## src/rtl/spi_xfer_unit_pkg.sv

```systemverilog
// spi_xfer_unit_pkg: shared widths and FSM state type for the serial front end
package spi_xfer_unit_pkg;
  localparam int DATA_W = 8;
  localparam int ADDR_W = 4;
  localparam int LOAD_FRAME_W = ADDR_W + DATA_W;
  typedef enum logic [1:0] {ST_IDLE, ST_LOAD, ST_XFER, ST_DONE} state_t;
endpackage

```

## src/rtl/spi_xfer_unit_if.sv

```systemverilog
// spi_xfer_unit_if: control-side and pin-side signals of the serial front end
interface spi_xfer_unit_if;
  import spi_xfer_unit_pkg::*;
  logic driver_io_in;
  logic read_in;
  logic send_in;
  logic [DATA_W-1:0] data_in;
  logic miso_in;
  logic [ADDR_W-1:0] addr_out;
  logic [DATA_W-1:0] data_out;
  logic ready_out;
  logic sclk_out;
  logic mosi_out;
  logic cs_out;
  modport master(
    output driver_io_in, read_in, send_in, data_in, miso_in,
    input addr_out, data_out, ready_out, sclk_out, mosi_out, cs_out
  );
  modport slave(
    input driver_io_in, read_in, send_in, data_in, miso_in,
    output addr_out, data_out, ready_out, sclk_out, mosi_out, cs_out
  );
endinterface

```

## src/rtl/spi_sclk_gen.sv

```systemverilog
// spi_sclk_gen: mode-0 sclk with rise/fall strobes that mark the edge on which sclk changes
module spi_sclk_gen #(
  parameter int HALF = 1
) (
  input  logic clk,
  input  logic rst_n,
  input  logic en,
  output logic sclk,
  output logic rise,
  output logic fall
);
  localparam int CW = HALF > 1 ? $clog2(HALF) : 1;
  logic [CW-1:0] cnt;
  logic tick;
  assign tick = en && cnt == CW'(HALF - 1);
  assign rise = tick && !sclk;
  assign fall = tick && sclk;
  always_ff @(posedge clk) begin
    if (!rst_n || !en) begin
      cnt  <= '0;
      sclk <= 1'b0;
    end else begin
      cnt  <= tick ? '0 : cnt + 1'b1;
      sclk <= tick ? ~sclk : sclk;
    end
  end
endmodule

```

## src/rtl/spi_xfer_unit.sv

```systemverilog
// spi_xfer_unit: LOAD-mode frame deserialiser and EXEC-mode 8-bit SPI master
module spi_xfer_unit import spi_xfer_unit_pkg::*; #(
  parameter int SCLK_HALF = 1
) (
  input logic clk,
  input logic rst_n,
  spi_xfer_unit_if.slave bus
);
  state_t st;
  logic [LOAD_FRAME_W-1:0] sr, sr_nxt;
  logic [DATA_W-1:0] tx, rx;
  logic [2:0] bit_cnt;
  logic op, shift, start, sclk_en, rise, fall;
  assign shift = (st == ST_IDLE || st == ST_LOAD) && bus.driver_io_in && bus.read_in;
  assign start = st == ST_IDLE && !bus.driver_io_in && (bus.send_in || bus.read_in);
  // Dropping the enable on the abort edge lets sclk return low together with cs.
  assign sclk_en = st == ST_XFER && !bus.driver_io_in;
  assign sr_nxt = {sr[LOAD_FRAME_W-2:0], bus.miso_in};
  spi_sclk_gen #(.HALF(SCLK_HALF)) u_sclk (
    .clk(clk),
    .rst_n(rst_n),
    .en(sclk_en),
    .sclk(bus.sclk_out),
    .rise(rise),
    .fall(fall)
  );
  always_ff @(posedge clk) begin
    if (!rst_n) begin
      st           <= ST_IDLE;
      sr           <= '0;
      tx           <= '0;
      rx           <= '0;
      bit_cnt      <= '0;
      op           <= 1'b0;
      bus.addr_out <= '0;
      bus.data_out <= '0;
      bus.mosi_out <= 1'b0;
      bus.ready_out <= 1'b0;
      bus.cs_out   <= 1'b1;
    end else begin
      bus.ready_out <= 1'b0;
      if (shift) sr <= sr_nxt;
      if (shift) bus.data_out <= sr_nxt[DATA_W-1:0];
      bus.addr_out <= shift ? sr_nxt[LOAD_FRAME_W-1:DATA_W] : bus.driver_io_in ? bus.addr_out : '0;
      case (st)
        ST_IDLE: begin
          if (shift) st <= ST_LOAD;
          else if (start) begin
            st           <= ST_XFER;
            tx           <= bus.data_in;
            op           <= bus.read_in;
            bit_cnt      <= '0;
            bus.cs_out   <= 1'b0;
            bus.mosi_out <= bus.data_in[DATA_W-1];
          end
        end
        ST_LOAD: if (!shift) st <= ST_IDLE;
        ST_XFER: begin
          if (bus.driver_io_in) begin
            st           <= ST_IDLE;
            bus.cs_out   <= 1'b1;
            bus.mosi_out <= 1'b0;
          end else begin
            if (rise) rx <= {rx[DATA_W-2:0], bus.miso_in};
            if (fall && bit_cnt == 3'd7) begin
              st            <= ST_DONE;
              bus.cs_out    <= 1'b1;
              bus.mosi_out  <= 1'b0;
              bus.ready_out <= 1'b1;
              if (op) bus.data_out <= rx;
            end else if (fall) begin
              bit_cnt      <= bit_cnt + 3'd1;
              tx           <= tx << 1;
              bus.mosi_out <= tx[DATA_W-2];
            end
          end
        end
        default: st <= ST_IDLE;
      endcase
    end
  end
endmodule

```

## src/flat_wrapper.sv

```systemverilog
// flat-port wrapper written by rule: the top's interface ports become plain ports
module spi_xfer_unit_flat import spi_xfer_unit_pkg::*;
#(
  parameter int SCLK_HALF = 1
)
  (clk, rst_n, bus_driver_io_in, bus_read_in, bus_send_in, bus_data_in, bus_miso_in, bus_addr_out, bus_data_out, bus_ready_out, bus_sclk_out, bus_mosi_out, bus_cs_out);
  spi_xfer_unit_if bus_i ();
  input logic clk;
  input logic rst_n;
  input wire logic [$bits(bus_i.driver_io_in)-1:0] bus_driver_io_in;
  input wire logic [$bits(bus_i.read_in)-1:0] bus_read_in;
  input wire logic [$bits(bus_i.send_in)-1:0] bus_send_in;
  input wire logic [$bits(bus_i.data_in)-1:0] bus_data_in;
  input wire logic [$bits(bus_i.miso_in)-1:0] bus_miso_in;
  output wire logic [$bits(bus_i.addr_out)-1:0] bus_addr_out;
  output wire logic [$bits(bus_i.data_out)-1:0] bus_data_out;
  output wire logic [$bits(bus_i.ready_out)-1:0] bus_ready_out;
  output wire logic [$bits(bus_i.sclk_out)-1:0] bus_sclk_out;
  output wire logic [$bits(bus_i.mosi_out)-1:0] bus_mosi_out;
  output wire logic [$bits(bus_i.cs_out)-1:0] bus_cs_out;
  assign bus_i.driver_io_in = bus_driver_io_in;
  assign bus_i.read_in = bus_read_in;
  assign bus_i.send_in = bus_send_in;
  assign bus_i.data_in = bus_data_in;
  assign bus_i.miso_in = bus_miso_in;
  assign bus_addr_out = bus_i.addr_out;
  assign bus_data_out = bus_i.data_out;
  assign bus_ready_out = bus_i.ready_out;
  assign bus_sclk_out = bus_i.sclk_out;
  assign bus_mosi_out = bus_i.mosi_out;
  assign bus_cs_out = bus_i.cs_out;
  spi_xfer_unit #(.SCLK_HALF(SCLK_HALF)) u_core (.clk(clk), .rst_n(rst_n), .bus(bus_i));
endmodule
```

## config.mk

```make
export PLATFORM = sky130hd
export DESIGN_NAME = spi_xfer_unit_flat
export DESIGN_NICKNAME = d
export VERILOG_FILES = /design/src/rtl/spi_xfer_unit_pkg.sv /design/src/rtl/spi_xfer_unit_if.sv /design/src/rtl/spi_sclk_gen.sv /design/src/rtl/spi_xfer_unit.sv /design/src/flat_wrapper.sv
export SDC_FILE = /design/constraint.sdc
export NUM_CORES = 1
export LEC_CHECK = 0
export ABC_AREA = 1
export CELL_PAD_IN_SITES_DETAIL_PLACEMENT = 1
export CELL_PAD_IN_SITES_GLOBAL_PLACEMENT = 2
export CORE_MARGIN = 1
export CORE_UTILIZATION = 30
export CTS_BUF_LIST = sky130_fd_sc_hd__clkbuf_16
export DETAILED_ROUTE_END_ITERATION = 7
export PLACE_DENSITY_LB_ADDON = 0.12
export SYNTH_ARGS = -nofsm -noshare
export SYNTH_HDL_FRONTEND = slang
export SYNTH_SLANG_ARGS = --single-unit
```

## constraint.sdc

```tcl
create_clock -name clk -period 1.85 [get_ports clk]
set_clock_uncertainty 0.05 [all_clocks]
set_input_delay 0.2775 -clock clk [delete_from_list [all_inputs] [get_ports clk]]
set_output_delay 0.2775 -clock clk [all_outputs]
set_load 0.01 [all_outputs]
```

==> key figures, run 1 <==
Pwr
  – Comb pwr share: a little under a quarter
  – Switching power: ~880 µW
  – Reg power frac: roughly 40%
  – Leak pwr: around 1.2 nW
  – Sw Share: between 20% and 30%
  – Worst VDD drop: roughly 0.35 mV
  – Int Pwr: about 2.3 mW
  – Power Total: around 3.1 mW
  – Power per cell area: between 1000 and 1500 nW/µm²
  – Clock Power Share: approximately 38%

Timing
  – Fin Hold WS: around 0.41 ns
  – Unrepaired setup endpoints after global routing: false
  – Pins Over Slew Limit: 0
  – Setup TNS: 0 ns
  – Tcrit/Tclk final: 91.0%
  – Slew Limit Headroom: about 56%
  – Final setup margin: approximately 0.17 ns
  – Max Fclk: between 500 and 600 MHz
  – Setup Viol. Count Final: 0
  – Fin. Hold Viols: 0
  – Tmin final: approximately 1.7 ns
  – Tightest Pin Transition: between 0.6 and 0.7 ns

Worst setup path
  – Worst EP required: around 2.0 ns
  – CP max stage cell: clkdlybuf4s50_1
  – CP Class: in -> reg
  – Reg2reg setup slack: around 0.2 ns
  – Startpoint Class: primary input
  – CP endpoint: u_core.rx[4]$_SDFFE_PN0P_
  – R2r worst-path depth: 7
  – Critical path's largest stage delay: 0.44 ns
  – Crit-path max FO: 17
  – Worst R2R Start: u_core.bit_cnt[0]$_SDFFE_PN0P_
  – Crit path launch: bus_driver_io_in
  – Crit Reg-Reg Endpoint: u_core.bit_cnt[0]$_SDFFE_PN0P_
  – CP endpoint kind: register
  – Crit path DAT: about 1.8 ns
  – Worst-path cell chain: clkdlybuf4s50_1 > buf_4 > nor2_4 > nand2_1 > or2_1 > o21ai_0 > a21oi_1

Clocking
  – Setup Buffers After CTS: 0
  – Worst skew pair latency: ~0.29 ns
  – Hold_buf cts: 0
  – Clock Sinks: between 40 and 50
  – CTS Buf Count: 5
  – CTS tree: done
  – Clock Pin Slew Worst Setup and Hold Paths: ~0.07 ns
  – Clk buf depth: 2
  – # H-tree levels: 2
  – PostCTS Resize Cnt: 0
  – CTS root buf: clkbuf_16

Drt
  – Met3 WL: 161 µm
  – Metal1 wirelength: roughly 2.5 mm
  – Initial DRC Count: 55
  – DR top layer: met4
  – Met2 wire len: 2.50 mm
  – Final antenna-violating net count: 0
  – Via density: 4.59
  – Via count: 1886
  – Total Wirelength: ~5.3 mm
  – Routed wire per std cell: about 13 µm
  – Initial DRT Pass Iterations: 4
  – Remaining DRCs: 0

Logic synthesis
  – Seq/Total Area, Yosys: a little under half
  – Cell Area, Synth: 2080 µm²
  – Cell variety after synth: 28
  – Synth warnings: 0
  – Post-synthesis register bit count: 49
  – Syn Area/Cell: between 7 and 8 µm²
  – Total nets after synthesis: approximately 310
  – Synth Instances: between 200 and 300

Floorplanning
  – Initial Utilization: 30.9%
  – DIE AREA: around 7300 µm²
  – Die height: ~85 µm
  – Core footprint: approximately 6800 µm²
  – IO Pins: 30
  – Cell Rows: 30
  – Width of the die: approximately 85 µm

Flow run
  – Max-cap violation count: 0

GRT
  – Global-route wire length before repair: 9.23 mm
  – Overflow left after global routing: 0
  – Largest net degree at the start of global routing: 29
  – Total global-route track usage: roughly 16%
  – Initial antenna violation count: 0
  – Vias in the first global route: 1921

Layout
  – N_diodes: 0
  – Fin cells: between 400 and 500
  – Design Area, Final: 2740 µm²
  – Area growth, synth to finish: 31.6%
  – Commonest non-fill, non-tap cell in the layout: nand2_1
  – Final nets: 346
  – Most frequent cells in the layout: nand2_1 (86), dfxtp_1 (49), nor2_1 (37)
  – Fillers: between 800 and 900
  – Share of cells above drive strength 1: approximately a tenth
  – Final Core Density: 40.6%

Hold path
  – Worst Hold Class: reg -> reg

Placed design
  – Placed cells: about 400
  – Post-Place Setup Slack: -0.109 ns
  – Area after DPL: 2550 µm²
  – Dpl hpwl: 3.65 mm
  – Final Wtd Congestion: slightly below 0.8
  – PortBufs: 29

Run status
  – Outcome: finished, final reports clean
==> state kept, by name (all words and copies together), names as in the netlist, 2 cells and up <==
register,cells
u_core.sr,11
u_core.bus.data_out,8
u_core.rx,8
u_core.tx,7
u_core.bus.addr_out,4
u_core.bit_cnt,3
u_core.st,2
==> cell usage after synthesis <==
| cell | instances | area, µm² |
|---|---|---|
| o21ai_0 | 15 | 75.1 |
| nand3b_4 | 1 | 20.0 |
| clkbuf_1 | 7 | 26.3 |
| a211oi_2 | 1 | 12.5 |
| nand4_1 | 2 | 12.5 |
| conb_1 | 1 | 3.75 |
| nand3_1 | 17 | 85.1 |
| o211ai_1 | 1 | 7.51 |
| ha_1 | 2 | 25.0 |
| nor2_4 | 2 | 22.5 |
| dfxtp_1 | 49 | 981 |
| nor3_1 | 2 | 10.0 |
| buf_6 | 1 | 11.3 |
| nand2_4 | 1 | 11.3 |
| or2_2 | 2 | 12.5 |
| nand2_1 | 86 | 323 |
| o21ai_1 | 1 | 5.00 |
| or2_1 | 1 | 6.26 |
| buf_2 | 3 | 15.0 |
| and2_1 | 1 | 6.26 |
| clkbuf_4 | 1 | 7.51 |
| nor2_1 | 37 | 139 |
| nand4_2 | 1 | 12.5 |
| buf_4 | 1 | 7.51 |
| a21oi_1 | 30 | 150 |
| inv_2 | 1 | 3.75 |
| a31oi_1 | 1 | 6.26 |
| inv_1 | 23 | 86.3 |
==> worst min-delay path by stage <==
| stage | startpoint | to | slack, ns | cells after the start |
|---|---|---|---|---|
| after global placement | u_core.bus.cs_out$_SDFFE_PN1P_ | u_core.bus.cs_out$_SDFFE_PN1P_ | 0.39 | 2 |
| after detailed placement | u_core.bus.cs_out$_SDFFE_PN1P_ | u_core.bus.cs_out$_SDFFE_PN1P_ | 0.40 | 2 |
| after global routing | u_core.rx[7]$_SDFFE_PN0P_ | u_core.rx[7]$_SDFFE_PN0P_ | 0.44 | 2 |
| final | u_core.bus.cs_out$_SDFFE_PN1P_ | u_core.bus.cs_out$_SDFFE_PN1P_ | 0.41 | 2 |
| after floorplan | u_core.rx[7]$_SDFFE_PN0P_ | u_core.rx[7]$_SDFFE_PN0P_ | 0.37 | 2 |
| after CTS | u_core.bus.addr_out[0]$_SDFFE_PN0P_ | u_core.bus.addr_out[0]$_SDFFE_PN0P_ | 0.41 | 2 |
==> cells by family (layout without fill, tap and decap cells) <==
family	Yosys count	in the layout	synth area share, %
compound gates	49	49	12.3
fa+ha+maj	2	2	1.20
buf+inv	37	77	7.56
flops	49	49	47.1
other cells	1	1	0.180
simple gates	153	153	31.7
==> power groups by stage <==
stage	clock network (mW)	registers, mW	logic (mW)
after floorplan	0	1.24	0.455
after global placement	0	1.24	0.720
after detailed placement	0	1.25	0.731
after CTS	1.21	1.22	0.735
after global routing	1.25	1.24	0.842
final	1.19	1.22	0.719
==> per-layer routing <==
metal | global-route usage, % | vias up
li1 | - | 999
met1 | 21.3 | 857
met2 | 27.1 | 23
met3 | 3.21 | 7
met4 | 5.45 | 0
met5 | 0 | -
==> layout make-up <==
cell class | count | area [µm²] | area share, %
Sequential cell | 49 | 981 | 35.8
Timing Repair Buffer | 45 | 435 | 15.9
Clock inverter | 3 | 65.1 | 2.37
Multi-Input combinational cell | 205 | 946 | 34.5
Inverter | 24 | 90.1 | 3.28
Clock buffer | 5 | 125 | 4.56
Tap cell | 80 | 100 | 3.65
==> critical path: cells and delay by family <==
family	cells	cell delay, ns
AOI/OAI and AO/OA	2	0.30
and+or+nand+nor	3	0.61
buffers and inverters	2	0.61
Note: power is estimated with default switching activity, not from simulation.
==> run 2: changes to the inputs <==
- ABC_AREA: 1 -> default
- CORE_UTILIZATION: 30 -> 32
==> run 2 against run 1 <==
Net effect:
- routed wire length down 2.8%
- critical endpoint is now u_core.bit_cnt[2]$_SDFFE_PN0P_
- sequential share of layout area up 2.1 points
- largest cell class unchanged
- final area down 5.5%
- via count down 9.1%
- largest power group unchanged
==> key figures, run 2 <==
Drt
  – Final antenna-violating net count: 0
  – Via density: between 5 and 6
  – Via count: between 1.5k and 2k
  – Initial DRC Count: 56
  – Remaining DRCs: 0
  – Initial DRT Pass Iterations: 4
  – Total Wirelength: just over 5 mm
  – Routed wire per std cell: roughly 16 µm

Floorplanning
  – Width of the die: ~80 µm
  – DIE AREA: about 6500 µm²
  – Die height: around 80 µm
  – Initial Utilization: 33.2%
  – Cell Rows: 28
  – IO Pins: 30
  – Core footprint: ~5900 µm²

Worst setup path
  – Reg2reg setup slack: 0.06 ns
  – R2r worst-path depth: 6
  – CP endpoint kind: register
  – Startpoint Class: register
  – CP Class: reg -> reg
  – Worst EP required: between 1.5 and 2 ns
  – Crit path DAT: approximately 1.9 ns
  – Crit Reg-Reg Endpoint: u_core.bit_cnt[2]$_SDFFE_PN0P_
  – Worst R2R Start: u_core.bit_cnt[1]$_SDFFE_PN0P_
  – Crit-path max FO: 8

Pwr
  – Comb pwr share: between 10% and 20%
  – Reg power frac: 50.0%
  – Leak pwr: between 1 and 1.5 nW
  – Int Pwr: between 1.5 and 2 mW
  – Sw Share: a little under a quarter
  – Worst VDD drop: about 0.33 mV
  – Switching power: a little over 500 µW
  – Power per cell area: around 850 nW/µm²
  – Clock Power Share: around two fifths
  – Power Total: ~2.2 mW

Clocking
  – Worst skew pair latency: between 0.2 and 0.3 ns
  – CTS root buf: clkbuf_16
  – Clock Sinks: 49
  – CTS Buf Count: 5
  – Clock Pin Slew Worst Setup and Hold Paths: roughly 0.060 ns
  – Hold_buf cts: 0
  – Clk buf depth: 2
  – CTS tree: done
  – # H-tree levels: 2

Layout
  – Register area: roughly 980 µm²
  – Area growth, synth to finish: 31.8%
  – Final nets: 270
  – Fin cells: between 300 and 400
  – Biggest regs: u_core.sr (11), u_core.bus.data_out (8), u_core.rx (8)
  – Max FFs per register: 11
  – Design Area, Final: 2590 µm²
  – Share of cells above drive strength 1: a little under an eighth
  – Most frequent cells in the layout: dfxtp_1 (48), nand2_1 (35), clkdlybuf4s50_1 (29)
  – Area of the multi-input gates: ~930 µm²
  – Biggest register: u_core.sr
  – Commonest non-fill, non-tap cell in the layout: dfxtp_1
  – Fillers: between 600 and 700
  – N_diodes: 0

Flow run
  – Max-cap violation count: 0

Timing
  – Tmin final: 1.79 ns
  – Unrepaired setup endpoints after global routing: false
  – Fin. Hold Viols: 0
  – Tcrit/Tclk final: between 90% and 100%
  – Setup Viol. Count Final: 0
  – Pins Over Slew Limit: 0
  – Final setup margin: around 0.064 ns
  – Max Fclk: ~560 MHz

Logic synthesis
  – Async SR Flop Fraction: 0%
  – Ranking of synthesized cells by area: dfxtp_1 (50%), mux2i_1 (7.1%), nand2_1 (6.7%)
  – Synth Instances: about 220
  – Cell Area, Synth: approximately 2000 µm²
  – Cell variety after synth: 39
  – Post-synthesis register bit count: 49
  – Post-synth top cells: dfxtp_1 (49), nand2_1 (35), a21oi_1 (18)
  – Main synth FF type: dfxtp_1
  – Yosys top cell area share: 49.9%
  – Post-synth EDFFs: 0
  – Seq/Total Area, Yosys: about half
  – Total nets after synthesis: roughly 230
  – Synth warnings: 0
  – Syn Area/Cell: between 9 and 10 µm²
  – Most frequent cell after synthesis: dfxtp_1
  – Synth area leader: dfxtp_1

GRT
  – Initial antenna violation count: 0
  – Vias in the first global route: roughly 1.8k
  – Overflow left after global routing: 0
  – Global-route wire length before repair: between 8 and 9 mm
  – Total global-route track usage: a little under a fifth
  – Largest net degree at the start of global routing: 25

Hold path
  – Hold Path Sink: u_core.sr[7]$_SDFFE_PN0N_
  – Hold path depth: 2
  – Worst Hold Class: reg -> reg
  – Hold_sp: u_core.sr[7]$_SDFFE_PN0N_

Placed design
  – Post-Place Setup Slack: -0.0532 ns
  – PortBufs: 29
  – Final Wtd Congestion: just under 0.8
  – Dpl hpwl: approximately 3.6 mm
  – Placed cells: approximately 320
  – Area after DPL: 2410 µm²

Run status
  – Outcome: finished, final reports clean
run 2: cell types whose count changed after synthesis, sizes merged, moves of 3 or more:
cell,previous run,this run
a21oi,30,18
a31oi,1,8
clkbuf,8,11
inv,24,3
mux2i,0,14
nand2,87,36
nand3,17,14
nor2,39,14
o211a,0,6
o21ai,16,11
or2,3,0
run 2: logic make-up after synthesis:
group                    after synthesis  share of synthesized area, %
adder cells (fa/ha/maj)                2                          1.27
AND/OR/NAND/NOR                       79                          19.3
buffers and inverters                 18                          4.33
AO/OA/AOI/OAI                         55                          17.9
multiplexers                          14                          7.12
other                                  1                         0.191
flip-flops                            49                          49.9
run 2: per-layer routing:
layer	share of wire, %	vias to the layer above	track usage, %	wire length [µm]
li1	-	840	-	-
met1	48	846	22.7	2460
met2	48	23	30.5	2460
met3	3.1	6	3.98	158
met4	1.1	0	5.36	57
met5	0	-	0	0
run 2: worst max path at each step:
stage | start | endpoint | cells past startpoint | slack [ns]
6_report | u_core.bit_cnt[1]$_SDFFE_PN0P_ | u_core.bit_cnt[2]$_SDFFE_PN0P_ | 6 | 0.06
2_1_floorplan | u_core.bit_cnt[0]$_SDFFE_PN0P_ | u_core.bit_cnt[1]$_SDFFE_PN0P_ | 7 | 0.06
4_1_cts | u_core.bit_cnt[1]$_SDFFE_PN0P_ | u_core.bit_cnt[2]$_SDFFE_PN0P_ | 6 | 0.01
3_3_place_gp | bus_driver_io_in | u_core.bit_cnt[2]$_SDFFE_PN0P_ | 5 | -0.03
5_1_grt | u_core.bit_cnt[0]$_SDFFE_PN0P_ | u_core.bit_cnt[2]$_SDFFE_PN0P_ | 6 | 0.004
3_5_place_dp | bus_driver_io_in | u_core.bit_cnt[2]$_SDFFE_PN0P_ | 5 | -0.05
run 2: repair_timing:
item | 4_1_cts | 5_1_grt
hold endpoints to repair | 0 | 0
resized for setup | 5 | 1
pin swaps | 2 | 1
buffers inserted | 0 | 0
endpoints found under the setup margin | 9 | 9
run 2: area by class of cell:
type	count	share of cell area [%]
Inverter	3	0.434
Clock inverter	3	0.676
Tap cell	75	3.62
Clock buffer	5	4.83
Sequential cell	49	37.9
Multi-Input combinational cell	151	36.1
Timing Repair Buffer	44	16.5
run 2: through the flow:
stage,hold WS (ns),setup TNS (ns),util (%)
final,0.413,0,43.8
after floorplan,0.371,0,-
after global routing,0.425,0,43.8
after global placement,0.389,-0.100,40.8
after CTS,0.416,0,43.6
after detailed placement,0.401,-0.333,40.8
run 2: power groups by stage:
stage | Clock, mW | Combinational (mW) | Sequential, mW
6_report | 0.885 | 0.222 | 1.10
5_1_grt | 0.953 | 0.244 | 1.11
4_1_cts | 0.913 | 0.223 | 1.10
3_5_place_dp | 0 | 0.221 | 1.13
3_3_place_gp | 0 | 0.212 | 1.13
2_1_floorplan | 0 | 0.123 | 1.12
run 2: critical path: stages (launching register included):
cell and delay, ns:
dfxtp_1 0.33, ha_4 0.17, ha_4 0.16, or4b_4 0.54
nand2_8 0.11, and2_4 0.20, o22ai_1 0.10
==> run 3: changes to the inputs <==
--- a/config.mk
+++ b/config.mk
@@ -10,3 +10,3 @@
 export CORE_MARGIN = 1
-export CORE_UTILIZATION = 32
+export CORE_UTILIZATION = 29
 export CTS_BUF_LIST = sky130_fd_sc_hd__clkbuf_16
==> constraint.sdc (replaced) <==
create_clock -name clk -period 1.5 [get_ports clk]
set_clock_uncertainty 0.05 [all_clocks]
set_input_delay 0.3 -clock clk [delete_from_list [all_inputs] [get_ports clk]]
set_output_delay 0.3 -clock clk [all_outputs]
set_load 0.01 [all_outputs]
==> run 3 against run 2 <==
Net effect:
- the flow now finishes with violations (design-rule violations, negative setup slack)
- sequential power up 24%
- critical path depth unchanged
- via count up 1.7%
- final area up 10%
- highest routed layer unchanged
- hold slack worse by 0.0057 ns
- routed wire length up 0.56%
- count of clock-buffer cells in the layout unchanged
- non-clock buffer count up 21
- critical endpoint is now u_core.tx[2]$_SDFFE_PN0P_
- final cell count up 7.0%
==> key figures, run 3 (synthesis results as in run 2) <==
Worst setup path
  – CP endpoint kind: register
  – Reg2reg setup slack: -0.24 ns
  – Crit path DAT: 1.91 ns
  – Worst EP required: about 1.7 ns
  – Crit-path max FO: 8
  – Startpoint Class: register
  – CP Class: reg -> reg
  – Crit Reg-Reg Endpoint: u_core.tx[2]$_SDFFE_PN0P_
  – Worst R2R Start: u_core.bit_cnt[1]$_SDFFE_PN0P_
  – R2r worst-path depth: 6

Placed design
  – Dpl hpwl: approximately 3.6 mm
  – Area after DPL: 2610 µm²
  – PortBufs: 29
  – Placed cells: around 340
  – Final Wtd Congestion: between 0.6 and 0.7
  – Post-Place Setup Slack: -0.418 ns

Clocking
  – Clock Pin Slew Worst Setup and Hold Paths: 0.07 ns
  – # H-tree levels: 2
  – Hold_buf cts: 0
  – CTS Buf Count: 5
  – CTS root buf: clkbuf_16
  – Worst skew pair latency: roughly 0.28 ns
  – Clk buf depth: 2
  – CTS tree: done
  – Clock Sinks: 49

Timing
  – Pins Over Slew Limit: 0
  – Fin. Hold Viols: 0
  – Tmin final: approximately 1.7 ns
  – Fin Hold WS: just over 0.4 ns
  – Setup TNS: -3.07 ns
  – Setup Viol. Count Final: 20
  – Unrepaired setup endpoints after global routing: true
  – Max Fclk: 575 MHz
  – Final setup margin: -0.238 ns
  – Tcrit/Tclk final: 116%

GRT
  – Largest net degree at the start of global routing: 25
  – Total global-route track usage: about 15%
  – Global-route wire length before repair: about 8.7 mm
  – Overflow left after global routing: 0
  – Vias in the first global route: ~1.8k
  – Initial antenna violation count: 0

Layout
  – Final Core Density: ~44%
  – Fillers: ~770
  – Most frequent cells in the layout: dfxtp_1 (46), nand2_1 (35), buf_4 (25)
  – Share of cells above drive strength 1: about 22%
  – Register area: 985 µm²
  – Final nets: about 290
  – Area growth, synth to finish: 45.0%
  – Design Area, Final: between 2000 and 3000 µm²
  – Max FFs per register: 11
  – Commonest non-fill, non-tap cell in the layout: dfxtp_1
  – Area of the multi-input gates: between 900 and 1000 µm²
  – N_diodes: 0
  – Biggest regs: u_core.sr (11), u_core.bus.data_out (8), u_core.rx (8)
  – Biggest register: u_core.sr
  – Fin cells: 353

Pwr
  – Power per cell area: about 1000 nW/µm²
  – Leak pwr: 1.26 nW
  – Worst VDD drop: 0.463 mV
  – Power Total: 2.77 mW

Drt
  – Remaining DRCs: 6
  – Routed wire per std cell: ~15 µm
  – Final antenna-violating net count: 0
  – Initial DRC Count: 51
  – Via count: between 1.5k and 2k
  – Initial DRT Pass Iterations: 6
  – Via density: approximately 4.9
  – Total Wirelength: between 5 and 6 mm

Hold path
  – Hold path depth: 2
  – Worst Hold Class: reg -> reg
  – Hold Path Sink: u_core.sr[4]$_SDFFE_PN0N_
  – Hold_sp: u_core.sr[4]$_SDFFE_PN0N_

Floorplanning
  – IO Pins: 30
  – Die height: 84.4 µm
  – Core footprint: ~6500 µm²
  – Cell Rows: 29
  – DIE AREA: slightly above 7000 µm²
  – Initial Utilization: 30.5%
  – Width of the die: roughly 84 µm

Run status
  – Outcome: finished with violations
  – Failing checks: design-rule violations, negative setup slack

Flow run
  – Max-cap violation count: 0
-- run 3: worst max-delay path: stages (launching register included) --
cell and delay [ns]:
dfxtp_2 0.34, ha_4 0.16, ha_4 0.15, or4b_4 0.53, nand2_8 0.11, and2_4 0.20, o211a_1 0.14
-- run 3: worst max path at each step --
stage                                         startpoint                        endpoint  slack, ns
after detailed placement                bus_driver_io_in  u_core.bit_cnt[1]$_SDFFE_PN0P_      -0.42
after floorplan           u_core.bit_cnt[0]$_SDFFE_PN0P_  u_core.bit_cnt[1]$_SDFFE_PN0P_      -0.27
after CTS                 u_core.bit_cnt[0]$_SDFFE_PN0P_       u_core.tx[2]$_SDFFE_PN0P_      -0.26
after global placement                  bus_driver_io_in  u_core.bit_cnt[1]$_SDFFE_PN0P_      -0.40
after global routing      u_core.bit_cnt[1]$_SDFFE_PN0P_       u_core.tx[1]$_SDFFE_PN0P_      -0.29
final                     u_core.bit_cnt[1]$_SDFFE_PN0P_       u_core.tx[2]$_SDFFE_PN0P_      -0.24
-- run 3: cell type report --
class / instances / share of cell area [%]
inverter: 3 / 0.395
multi-input combinational: 151 / 34.7
clock inverter: 3 / 0.614
sequential: 49 / 34.5
timing repair buffer: 65 / 22.0
tap: 77 / 3.38
clock buffer: 5 / 4.39
-- run 3: metal layers --
layer	up-vias	global-route usage, %	part of all wire [%]
met4	0	3.24	0.46
li1	889	-	-
met3	2	3.34	2.7
met5	-	0	0
met1	831	19.4	47
met2	23	26.4	50
-- run 3: timing repair --
| item | CTS | global route |
|---|---|---|
| buffers inserted | 2 | 2 |
| setup endpoints to repair | 40 | 22 |
| resized for setup | 28 | 16 |
| gates cloned | 0 | 1 |
| pin swaps | 3 | 4 |
-- run 3: report_power, final --
part,internal [mW],leakage (nW),total (mW),switching (mW)
Combinational,0.159,0.782,0.310,0.151
Sequential,1.34,0.399,1.36,0.0227
Clock,0.616,0.0754,1.11,0.489
